## config.mk

```make
export PLATFORM = sky130hd
export DESIGN_NAME = rx_frame_deser
export DESIGN_NICKNAME = d
export VERILOG_FILES = /design/src/rtl/rx_frame_deser.sv
export SDC_FILE = /design/constraint.sdc
export NUM_CORES = 1
export LEC_CHECK = 0
export ABC_AREA = 1
export BUFFER_PORTS_ARGS = -buffer_cell sky130_fd_sc_hd__buf_4
export CORE_UTILIZATION = 50
export DETAILED_ROUTE_END_ITERATION = 16
export PLACE_DENSITY = 0.68
export SYNTH_ARGS = -nofsm -noshare
export SYNTH_HDL_FRONTEND = slang
export SYNTH_SLANG_ARGS = --single-unit
```

## constraint.sdc

```tcl
create_clock -name clk_RX -period 4.85 [get_ports clk_RX]
set_clock_uncertainty 0.1 [all_clocks]
set_input_delay 0.7275 -clock clk_RX [delete_from_list [all_inputs] [get_ports clk_RX]]
set_output_delay 0.7275 -clock clk_RX [all_outputs]
set_load 0.005 [all_outputs]
```

## src/rtl/rx_frame_deser.sv

```systemverilog
// Receive-side frame deserializer: assembles strobed line bits into a word,
// checks optional parity and the stop bit, and holds the result for a ready/valid consumer.
module rx_frame_deser #(
  parameter int MAX_WIDTH = 9,
  parameter int LEN_W     = 4
) (
  input  logic                 clk_RX,
  input  logic                 rst,
  input  logic                 start,
  input  logic                 abort,
  input  logic                 bit_stb,
  input  logic                 sampled_bit,
  input  logic [LEN_W-1:0]     data_len,
  input  logic                 msb_first,
  input  logic                 par_en,
  input  logic                 par_typ,
  input  logic                 out_ready,
  output logic [MAX_WIDTH-1:0] P_DATA,
  output logic                 data_valid,
  output logic                 par_err,
  output logic                 stp_err,
  output logic                 overrun,
  output logic                 busy
);

  typedef enum logic [1:0] {IDLE, DATA, PARITY, STOP} state_t;

  localparam logic [LEN_W-1:0] MIN_LEN = LEN_W'(5);
  localparam logic [LEN_W-1:0] MAX_LEN = LEN_W'(MAX_WIDTH);

  state_t               state, state_nxt;
  logic [LEN_W-1:0]     len_q, cnt, len_clamp, idx;
  logic                 msb_q, pen_q, ptyp_q, perr_q;
  logic [MAX_WIDTH-1:0] shreg;
  logic                 stb, done;

  always_comb begin
    len_clamp = data_len;
    if (data_len < MIN_LEN)      len_clamp = MIN_LEN;
    else if (data_len > MAX_LEN) len_clamp = MAX_LEN;
  end

  // abort outranks any strobe arriving in the same cycle
  assign stb  = bit_stb && !abort;
  assign idx  = msb_q ? (len_q - LEN_W'(1) - cnt) : cnt;
  assign done = (state == STOP) && stb;
  assign busy = (state != IDLE);

  always_ff @(posedge clk_RX or posedge rst) begin
    if (rst) state <= IDLE;
    else     state <= state_nxt;
  end

  always_comb begin
    state_nxt = state;
    if (abort && state != IDLE) state_nxt = IDLE;
    else begin
      case (state)
        IDLE:   if (start) state_nxt = DATA;
        DATA:   if (bit_stb && cnt == len_q - LEN_W'(1)) state_nxt = pen_q ? PARITY : STOP;
        PARITY: if (bit_stb) state_nxt = STOP;
        STOP:   if (bit_stb) state_nxt = IDLE;
        default: state_nxt = IDLE;
      endcase
    end
  end

  always_ff @(posedge clk_RX or posedge rst) begin
    if (rst) begin
      len_q      <= '0;
      msb_q      <= 1'b0;
      pen_q      <= 1'b0;
      ptyp_q     <= 1'b0;
      perr_q     <= 1'b0;
      cnt        <= '0;
      shreg      <= '0;
      P_DATA     <= '0;
      data_valid <= 1'b0;
      par_err    <= 1'b0;
      stp_err    <= 1'b0;
      overrun    <= 1'b0;
    end else begin
      overrun <= 1'b0;
      case (state)
        IDLE: if (start) begin
          len_q  <= len_clamp;
          msb_q  <= msb_first;
          pen_q  <= par_en;
          ptyp_q <= par_typ;
          perr_q <= 1'b0;
          cnt    <= '0;
          shreg  <= '0;
        end
        // shreg is cleared at start, so OR-ing each bit into place is enough
        DATA: if (stb) begin
          shreg <= shreg | (MAX_WIDTH'(sampled_bit) << idx);
          cnt   <= cnt + LEN_W'(1);
        end
        PARITY: if (stb) perr_q <= sampled_bit ^ (^shreg) ^ ptyp_q;
        default: ;
      endcase

      if (done) begin
        if (!data_valid || out_ready) begin
          P_DATA     <= shreg;
          par_err    <= perr_q;
          stp_err    <= ~sampled_bit;
          data_valid <= 1'b1;
        end else begin
          overrun <= 1'b1;
        end
      end else if (data_valid && out_ready) begin
        data_valid <= 1'b0;
      end
    end
  end

endmodule

```

==> run_results.csv, run 1 <==
group,metric,value,unit
floorplan,core-area,3800,sq um
sta,finalCritPeriodShare,0.455,
placed_design,port_buffers,27,
worst_setup_path,worstSetupEndpointType,"output pin",
synth,synth_cells,267,
floorplan,die_y,66.2,um
floorplan,std_cell_rows,22,
pwr,ir_drop,0.355,mV
worst_setup_path,cp-start-kind,"register",
sta,min_period,2.21,ns
detailed_routing,ant_nets,0,
sta,setup_tns,0,ns
sta,fmax,453,MHz
worst_setup_path,path_max_fanout,5,
global_route,antenna_found_initial,0,
clocking,clock_path_buffers,2,
placed_design,pre_cts_slack,2.58,ns
sta,relSlewSlack,0.519,
floorplan,start_util,0.542,
min_path,hold_class,"register to register",
floorplan,dieArea,4380,sq um
floorplan,ioPinCount,28,
worst_setup_path,r2r_cells,10,
flow_run,cap_violations,0,
detailed_routing,drcViolationCount,0,
detailed_routing,dr_total_vias,1782,
floorplan,die_x,66.2,um
synth,yosysUniqueCellTypes,30,
sta,report.final.slew_viol_count,0,
clocking,clk_latency,0.29,ns
synth,synth_largest_area_cell,"dfrtp_1",
sta,setup_ws,2.64,ns
global_route,grt_max_degree,37,
pwr,total_power,1.73,mW
detailed_routing,dr.pass1.iters,4,
detailed_routing,via_per_inst,5.12,
global_route,grt_use_total,0.221,
synth,synth-seq-area-share,0.438,
synth,ys_warn_count,0,
synth,synthTopCellsByArea,"dfrtp_1, nand2_1, inv_1",
clocking,h-tree-depth,2,
synth,yosysTopAreaCellShare,0.438,
clocking,postCtsSetupRepairBufs,0,
final_layout,n_antenna_cell,0,
clocking,cts_tree,"done",
detailed_routing,wl_per_cell,12.0,um
sta,setup_violations,0,
synth,syn_nets,291,
worst_setup_path,cp.arrival,1.38,ns
status,status,"completed",
final_layout,layout.nets,323,
clocking,postCtsHoldBufs,0,
clocking,post_cts_resized,0,
clocking,cts_root_buf,"clkbuf_8",
worst_setup_path,path_class,"register to output pin",
final_layout,n_fill_cell,363,
sta,tightestPinTransition,0.719,ns
global_route,grt_pass1_vias,1693,
clocking,cts_sinks,36,
worst_setup_path,worstPathRequired,4.02,ns
sta,rsz0062_at_grt,"false",
sta,hold_viol_final,0,
clocking,numCtsBuffers,5,
pwr,p_leak,1.25,nW
detailed_routing,drtIter0Drc,112,
worst_setup_path,reg2reg_from,"len_q[0]$_DFFE_PP0P_",
worst_setup_path,r2r_setup_slack,2.69,ns
synth,synth_area_per_cell,7.71,sq um
final_layout,area_delta_synth_final,18.0,%
synth,syn_area,2060,sq um
detailed_routing,wirelength,4.17,mm
final_layout,drive_above_1_share,0.177,
synth,ys_ff_latch,36,
clocking,clkSlewWorstSetupHoldPaths,0.08,ns
placed_design,place_congestion,0.829,
global_route,globalRoute.totalOverflow,0,
worst_setup_path,cp-endpoint,"busy",
worst_setup_path,reg2reg_to,"shreg[1]$_DFFE_PP0P_",
pwr,p_per_area,710,nW/um^2
placed_design,hpwl,3.13,mm
global_route,grt_first_pass_wirelength,7.27,mm
worst_setup_path,cp-startpoint,"state[0]$_DFFE_PP0P_",
-- critical path, cell delays in order, from the launching register on --
cell and delay [ns]:
dfrtp_1 0.41, inv_1 0.17, ha_1 0.29, inv_2 0.08, buf_4 0.14
-- layout make-up --
type	count	area (sq um)	share of cell area
timing repair buffer	28	210	0.0866
sequential	36	901	0.371
inverter	40	150	0.0618
clock buffer	5	68.8	0.0283
tap	48	60.1	0.0247
clock inverter	3	42.5	0.0175
multi-input combinational	188	996	0.410
-- metrics by stage --
stage,cells,hold WS [ns],cell area [sq um],util
after floorplan,267,0.345,2060,-
after global placement,340,0.368,2320,0.610
after detailed placement,340,0.371,2320,0.610
after CTS,348,0.391,2430,0.639
after global routing,348,0.423,2430,0.639
final,348,0.385,2430,0.639
-- routing by layer --
| metal | part of all wire | vias up | global-route usage |
|---|---|---|---|
| li1 | - | 921 | - |
| met3 | 0.036 | 4 | 0.0414 |
| met5 | 0 | - | 0 |
| met2 | 0.48 | 34 | 0.395 |
| met1 | 0.47 | 823 | 0.266 |
| met4 | 0.0089 | 0 | 0.0665 |
-- sequential cells by signal (all words and copies together), names as in the netlist --
signal	flops
overrun	1
state	2
P_DATA	9
msb_q	1
perr_q	1
cnt	4
shreg	9
par_err	1
len_q	4
ptyp_q	1
stp_err	1
data_valid	1
pen_q	1
-- worst min-delay path by stage --
stage | startpoint | to | slack (ns) | cells past startpoint
3_5_place_dp | perr_q$_DFFE_PP0P_ | perr_q$_DFFE_PP0P_ | 0.37 | 2
4_1_cts | perr_q$_DFFE_PP0P_ | perr_q$_DFFE_PP0P_ | 0.39 | 2
3_3_place_gp | P_DATA[1]$_DFFE_PP0P_ | P_DATA[1]$_DFFE_PP0P_ | 0.37 | 2
2_1_floorplan | perr_q$_DFFE_PP0P_ | perr_q$_DFFE_PP0P_ | 0.35 | 2
5_1_grt | P_DATA[5]$_DFFE_PP0P_ | P_DATA[5]$_DFFE_PP0P_ | 0.42 | 2
6_report | P_DATA[1]$_DFFE_PP0P_ | P_DATA[1]$_DFFE_PP0P_ | 0.38 | 2
-- cells by family after synthesis --
group | share of synthesized area
AO/OA/AOI/OAI | 0.112
XOR/XNOR | 0.0213
adder cells (fa/ha/maj) | 0.0644
buffers and inverters | 0.0784
flip-flops | 0.438
multiplexers | 0.00547
AND/OR/NAND/NOR | 0.280
-- where the power goes --
part,internal (mW),switching [mW]
clock,0.152,0.116
sequential,0.419,0.0904
combinational,0.379,0.568
total,0.950,0.775
-- synthesized netlist by cell type --
library cell	number
nand2_1	76
dfrtp_1	36
inv_1	33
nand3_1	21
nor2_1	18
a21oi_1	14
o21ai_1	11
o21ai_0	10
ha_1	9
inv_2	6
clkbuf_1	3
nand4_1	3
o21a_1	3
xor2_1	3
nand2_2	2
nand3_2	2
nor2_2	2
nor3_1	2
xnor2_1	2
a21oi_2	1
and2_1	1
clkinv_1	1
fa_1	1
mux2_2	1
nand2_4	1
nand3b_1	1
nor2_8	1
o21ai_2	1
o21bai_1	1
o221ai_1	1
-- cells in the final DEF (no fill, tap or decap) --
master,Yosys,layout
a21oi_2,1,1
clkbuf_8,0,5
o21ai_1,11,11
inv_1,33,33
clkinvlp_4,0,1
clkinv_2,0,1
nand3_2,2,2
nand4_1,3,3
o21ai_2,1,1
clkinv_1,1,1
mux2_2,1,1
fa_1,1,1
and2_1,1,1
o221ai_1,1,1
ha_1,9,9
nand2_4,1,1
xnor2_1,2,2
nand3_1,21,21
inv_2,6,6
nor3_1,2,2
o21ai_0,10,10
o21a_1,3,3
buf_4,0,28
o21bai_1,1,1
nor2_2,2,2
dfrtp_1,36,36
nor2_8,1,1
bufinv_16,0,1
nand2_2,2,2
nand2_1,76,76
xor2_1,3,3
nor2_1,18,18
nand3b_1,1,1
a21oi_1,14,14
Power figures use the tool's default switching activity.
==> inputs of run 2 (changes only) <==
ABC_AREA = 0   (was 1)
PLACE_DENSITY = 0.71   (was 0.68)
clock period = 2 ns   (was 4.85 ns; I/O delays follow)
==> run 2 against run 1 <==
The flow now finishes with violations (negative setup slack). Final cell count is 19% lower. Clock-buffer cell count did not move. Combinational power increased by 140%. Global-route usage grew 1.6 points. Worst hold slack worse by 0.38 ns.
==> run_results.csv, run 2 <==
group,metric,value,unit
worst_setup_path,cp.arrival,2.30,ns
placed_design,place_congestion,0.928,
detailed_routing,dr.pass1.iters,4,
pwr,p_sw_frac,0.393,
sta,relSlewSlack,0.673,
clocking,clock_path_buffers,2,
clocking,h-tree-depth,2,
placed_design,placed_cell_area,2340,sq um
placed_design,hpwl,2.94,mm
global_route,globalRoute.totalOverflow,0,
detailed_routing,drcViolationCount,0,
detailed_routing,ant_nets,0,
final_layout,reg_top3,"P_DATA: 9 flops, shreg: 9 flops",
sta,setup_violations,10,
placed_design,port_buffers,27,
detailed_routing,via_per_inst,5.36,
global_route,grt_max_degree,37,
sta,report.final.slew_viol_count,0,
synth,syn_area,1950,sq um
pwr,p_leak,1.20,nW
synth,synthFlopType,"dfrtp_1",
global_route,grt_pass1_vias,1594,
final_layout,final_cell_mix,"buf_4, dfrtp_1, nand2_1",
detailed_routing,wl_per_cell,14.6,um
min_path,hold_class,"primary input to asynchronous set/reset pin",
pwr,p_per_area,1590,nW/um^2
sta,setup_ws,-0.229,ns
pwr,comb_power_share,0.559,
pwr,ir_drop,0.842,mV
sta,tightestPinTransition,0.491,ns
synth,yosysTopAreaCellShare,0.463,
final_layout,mostFrequentLayoutCell,"buf_4",
final_layout,area_delta_synth_final,30.1,%
detailed_routing,wirelength,4.15,mm
synth,synth_largest_area_cell,"dfrtp_1",
detailed_routing,dr_total_vias,1516,
sta,finalCritPeriodShare,1.11,
synth,syn_nets,210,
sta,hold_viol_final,0,
clocking,clk_latency,0.29,ns
clocking,numCtsBuffers,5,
status,status,"complete, but fails checks",
final_layout,final_area,2530,sq um
synth,synth_area_per_cell,10.5,sq um
sta,fmax,449,MHz
status,failed_checks,"negative setup slack",
synth,ys_warn_count,0,
global_route,grt_use_total,0.237,
flow_run,cap_violations,0,
pwr,clockPowerShare,0.162,
floorplan,die_x,64.4,um
synth,synth_edf_count,0,
synth,synth_cells,186,
worst_setup_path,path_max_fanout,5,
floorplan,dieArea,4150,sq um
floorplan,core-area,3690,sq um
worst_setup_path,path_class,"register to register",
pwr,p_int,2.44,mW
floorplan,start_util,0.528,
worst_setup_path,cp-start-kind,"register",
floorplan,ioPinCount,28,
sta,min_period,2.23,ns
synth,yosysUniqueCellTypes,33,
detailed_routing,drtIter0Drc,52,
floorplan,die_y,64.4,um
final_layout,n_fill_cell,302,
clocking,clkSlewWorstSetupHoldPaths,0.08,ns
final_layout,drive_above_1_share,0.374,
synth,ys_ff_latch,36,
synth,synth-seq-area-share,0.463,
final_layout,multi_input_area,1070,sq um
final_layout,seqCellArea,901,sq um
synth,yosys-top-cells-count,"dfrtp_1, nand2_1, mux2_2",
pwr,p_seq_frac,0.280,
worst_setup_path,worstSetupEndpointType,"register",
placed_design,placed_cells,273,
clocking,cts_sinks,36,
final_layout,n_antenna_cell,0,
sta,rsz0062_at_grt,"true",
clocking,cts_root_buf,"clkbuf_8",
clocking,postCtsHoldBufs,0,
floorplan,std_cell_rows,22,
synth,async_flop_share,1.00,
final_layout,layout.nets,258,
synth,synthTopCellsByArea,"dfrtp_1, mux2_2, xnor2_1",
global_route,grt_first_pass_wirelength,7.36,mm
clocking,cts_tree,"done",
final_layout,final_cell_count_no_fill,283,
pwr,switching_power,1.58,mW
global_route,antenna_found_initial,0,
worst_setup_path,worstPathRequired,2.08,ns
synth,synth_most_common_cell,"dfrtp_1",
## run 2: changes by cell type after synthesis, moves of 8 or more
cell,change
o31ai_1,+8
xnor2_1,+11
o21ai_1,-11
mux2_2,+14
a21oi_1,-9
inv_1,-22
nand3_1,-14
nand2_1,-54
## run 2: kinds of logic (layout without fill, tap and decap cells)
logic type / count (synthesis) / after routing / synth area share
fa+ha+maj: 10 / 10 / 0.0681
simple gates: 57 / 57 / 0.139
mux: 19 / 19 / 0.107
compound gates: 31 / 32 / 0.116
buf+inv: 17 / 65 / 0.0341
xor+xnor: 16 / 16 / 0.0720
flops: 36 / 36 / 0.463
## run 2: through the flow
stage | hold WS [ns] | setup TNS (ns) | util | setup slack (ns) | power (mW)
finish | 0.00940 | -1.85 | 0.687 | -0.229 | 4.02
global route | 0.0574 | -2.64 | 0.687 | -0.301 | 4.35
CTS | 0.0215 | -1.68 | 0.679 | -0.204 | 3.94
detailed placement | 0.338 | -1.94 | 0.636 | -0.233 | 3.11
global placement | 0.330 | -1.36 | 0.636 | -0.153 | 3.02
floorplan | 0.285 | -1.12 | - | -0.126 | 2.44
## run 2: critical path, cell delays in order, from the launching register on
cell,delay (ns)
dfrtp_1,0.36
inv_2,0.06
ha_4,0.28
inv_2,0.04
ha_4,0.20
nor2b_1,0.13
o21a_1,0.19
or3_4,0.37
a31oi_4,0.26
o31ai_1,0.10
## run 2: area by class of cell
| cell class | instances | area share |
|---|---|---|
| multi-input combinational | 134 | 0.424 |
| tap | 48 | 0.0237 |
| inverter | 11 | 0.0163 |
| clock inverter | 3 | 0.0168 |
| timing repair buffer | 46 | 0.136 |
| clock buffer | 5 | 0.0272 |
| sequential | 36 | 0.356 |
## run 2: power groups by stage
stage	registers (mW)	logic [mW]	clock network, mW
3_3_place_gp	1.11	1.90	0
3_5_place_dp	1.13	1.98	0
5_1_grt	1.15	2.49	0.703
6_report	1.12	2.24	0.649
2_1_floorplan	1.11	1.33	0
4_1_cts	1.12	2.16	0.659
## run 2: what timing repair did
item,4_1_cts,5_1_grt
hold endpoints to repair,0,0
pin swaps,1,3
gates cloned,1,0
endpoints found under the setup margin,11,11
buffers inserted,1,0
gates resized for setup,8,5
## run 2: path summary, 6_finish.rpt
path	from	slack, ns	end	cells after the start
hold reg to reg	P_DATA[5]$_DFFE_PP0P_	0.41	P_DATA[5]$_DFFE_PP0P_	1
max in group asynchronous	rst	1.48	cnt[3]$_DFFE_PP0P_	3
setup reg to reg	len_q[0]$_DFFE_PP0P_	-0.23	shreg[6]$_DFFE_PP0P_	9
min in group clk_RX	data_len[3]	0.09	len_q[2]$_DFFE_PP0P_	2
hold / removal	rst	0.009	data_valid$_DFFE_PP0P_	3
setup / recovery	len_q[0]$_DFFE_PP0P_	-0.23	shreg[6]$_DFFE_PP0P_	9
## run 2: per-layer routing
metal,up-vias,part of all wire,track usage
met3,12,0.038,0.0625
met5,-,0,0
met1,728,0.42,0.285
met2,37,0.52,0.399
li1,739,-,-
met4,0,0.027,0.100
==> inputs of run 3 (changes only) <==
BUFFER_PORTS_ARGS = unset   (was -buffer_cell sky130_fd_sc_hd__buf_4)
DONT_BUFFER_PORTS = 1   (was unset)
PLACE_DENSITY = 0.65   (was 0.71)
==> run 3 against run 2 <==
The flow still finishes with violations (negative setup slack). Global-route usage is 2.3 points lower. Clock-buffer cell count increased by 1. Sequential power about the same. Sequential cell count unchanged. Worst hold slack improved by 0.055 ns. Design area shrank 6.8%. Wire length is 6.2% lower. Register-to-register slack improved by 0.04 ns. Via count shrank 6.5%. Clock power fell by 3.4%. Critical endpoint unchanged. Critical path type unchanged. Non-clock buffer count fell by 27. Core utilization down 4.7 points.
==> run_results.csv, run 3 (same netlist as run 2, synthesis figures left out) <==
group,metric,value,unit
status,status,"complete, but fails checks",
global_route,grt_max_degree,37,
clocking,cts_root_buf,"clkbuf_8",
pwr,clockPowerShare,0.161,
sta,setup_tns,-1.62,ns
global_route,grt_use_total,0.214,
sta,setup_violations,9,
global_route,grt_pass1_vias,1480,
placed_design,hpwl,2.74,mm
sta,rsz0062_at_grt,"true",
pwr,p_int,2.36,mW
pwr,p_seq_frac,0.294,
clocking,clock_path_buffers,2,
floorplan,core-area,3690,sq um
placed_design,placed_cell_area,2120,sq um
placed_design,port_buffers,0,
worst_setup_path,path_class,"register to register",
min_path,hold_class,"primary input to register",
worst_setup_path,cp.arrival,2.26,ns
global_route,top_usage_layer,"met2",
sta,finalCritPeriodShare,1.10,
clocking,numCtsBuffers,5,
sta,fmax,456,MHz
clocking,clk_latency,0.28,ns
detailed_routing,ant_nets,0,
worst_setup_path,path_max_fanout,5,
floorplan,start_util,0.528,
pwr,p_leak,1.07,nW
floorplan,std_cell_rows,22,
sta,tightestPinTransition,0.456,ns
final_layout,final_cell_mix,"dfrtp_1, nand2_1, buf_4",
pwr,ir_drop,0.939,mV
sta,hold_viol_final,0,
detailed_routing,via_per_inst,5.54,
clocking,h-tree-depth,2,
sta,report.final.slew_viol_count,0,
placed_design,place_congestion,0.830,
floorplan,die_x,64.4,um
detailed_routing,dr_total_vias,1418,
global_route,globalRoute.totalOverflow,0,
floorplan,dieArea,4150,sq um
final_layout,n_antenna_cell,0,
final_layout,reg_top3,"P_DATA: 9 flops, shreg: 9 flops",
pwr,p_sw_frac,0.394,
global_route,met3_usage,0.0571,
global_route,met2_usage,0.367,
clocking,clkSlewWorstSetupHoldPaths,0.07,ns
worst_setup_path,cp-start-kind,"register",
sta,min_period,2.19,ns
floorplan,die_y,64.4,um
pwr,comb_power_share,0.545,
sta,relSlewSlack,0.696,
worst_setup_path,worstSetupEndpointType,"register",
detailed_routing,drtIter0Drc,53,
global_route,grt_first_pass_wirelength,6.62,mm
global_route,antenna_found_initial,0,
final_layout,final_area,2360,sq um
detailed_routing,dr.pass1.iters,4,
worst_setup_path,worstPathRequired,2.06,ns
final_layout,mostFrequentLayoutCell,"dfrtp_1",
pwr,p_per_area,1650,nW/um^2
status,failed_checks,"negative setup slack",
final_layout,n_fill_cell,308,
detailed_routing,wl_per_cell,15.2,um
clocking,cts_tree,"done",
final_layout,area_delta_synth_final,21.2,%
final_layout,layout.nets,231,
detailed_routing,drcViolationCount,0,
detailed_routing,wirelength,3.89,mm
global_route,met1_usage,0.248,
placed_design,pre_cts_slack,-0.211,ns
sta,setup_ws,-0.192,ns
pwr,switching_power,1.53,mW
final_layout,drive_above_1_share,0.279,
clocking,cts_sinks,36,
floorplan,ioPinCount,28,
flow_run,cap_violations,0,
run 3: stage by stage:
| stage | util | cells | hold slack [ns] | total power [mW] |
|---|---|---|---|---|
| 2_1_floorplan | - | 186 | 0.285 | 2.44 |
| 3_3_place_gp | 0.575 | 243 | 0.215 | 2.88 |
| 3_5_place_dp | 0.575 | 243 | 0.235 | 2.94 |
| 4_1_cts | 0.626 | 256 | 0.0595 | 3.75 |
| 5_1_grt | 0.640 | 256 | 0.0574 | 4.18 |
| 6_report | 0.640 | 256 | 0.0646 | 3.89 |
run 3: power by group through the flow:
stage          clock network (mW)  logic, mW  registers, mW
6_report                    0.627       2.12           1.14
3_5_place_dp                    0       1.80           1.15
3_3_place_gp                    0       1.74           1.13
2_1_floorplan                   0       1.33           1.11
4_1_cts                     0.638       1.97           1.14
5_1_grt                     0.669       2.33           1.18
run 3: path summary, 6_finish.rpt:
path | from | to | slack [ns] | depth (start not counted)
hold / removal | data_len[3] | len_q[3]$_DFFE_PP0P_ | 0.06 | 1
setup / recovery | len_q[1]$_DFFE_PP0P_ | shreg[6]$_DFFE_PP0P_ | -0.19 | 9
min in group asynchronous | rst | P_DATA[4]$_DFFE_PP0P_ | 0.46 | 3
hold reg to reg | perr_q$_DFFE_PP0P_ | par_err$_DFFE_PP0P_ | 0.41 | 1
setup reg to reg | len_q[1]$_DFFE_PP0P_ | shreg[6]$_DFFE_PP0P_ | -0.19 | 9
max in group asynchronous | rst | state[1]$_DFFE_PP0P_ | 1.01 | 3
run 3: final cells by class:
type | count | area (sq um) | share of cell area
Clock inverter | 2 | 35.0 | 0.0148
Timing Repair Buffer | 19 | 150 | 0.0636
Clock buffer | 6 | 72.6 | 0.0308
Multi-Input combinational cell | 134 | 1100 | 0.466
Tap cell | 48 | 60.1 | 0.0255
Sequential cell | 36 | 901 | 0.382
Inverter | 11 | 41.3 | 0.0175
run 3: per-layer routing:
metal / vias up / wire [um]
li1: 682 / -
met1: 697 / 1730
met2: 28 / 1910
met3: 11 / 139
met4: 0 / 106
met5: - / 0
run 3: repair_timing:
action	4_1_cts	5_1_grt
cloned	1	0
buffers inserted	1	0
resized for setup	8	7
endpoints found under the setup margin	10	12
hold buffers	3	0
endpoints found under the hold margin	38	0
pin swaps	2	3
run 3: critical path: stages, from the launching register on:
cell     delay [ns]
dfrtp_1        0.37
inv_2          0.05
ha_4           0.27
inv_2          0.04
ha_4           0.20
nor2b_1        0.13
o21a_1         0.17
or3_4          0.37
a31oi_4        0.26
o31ai_1        0.10
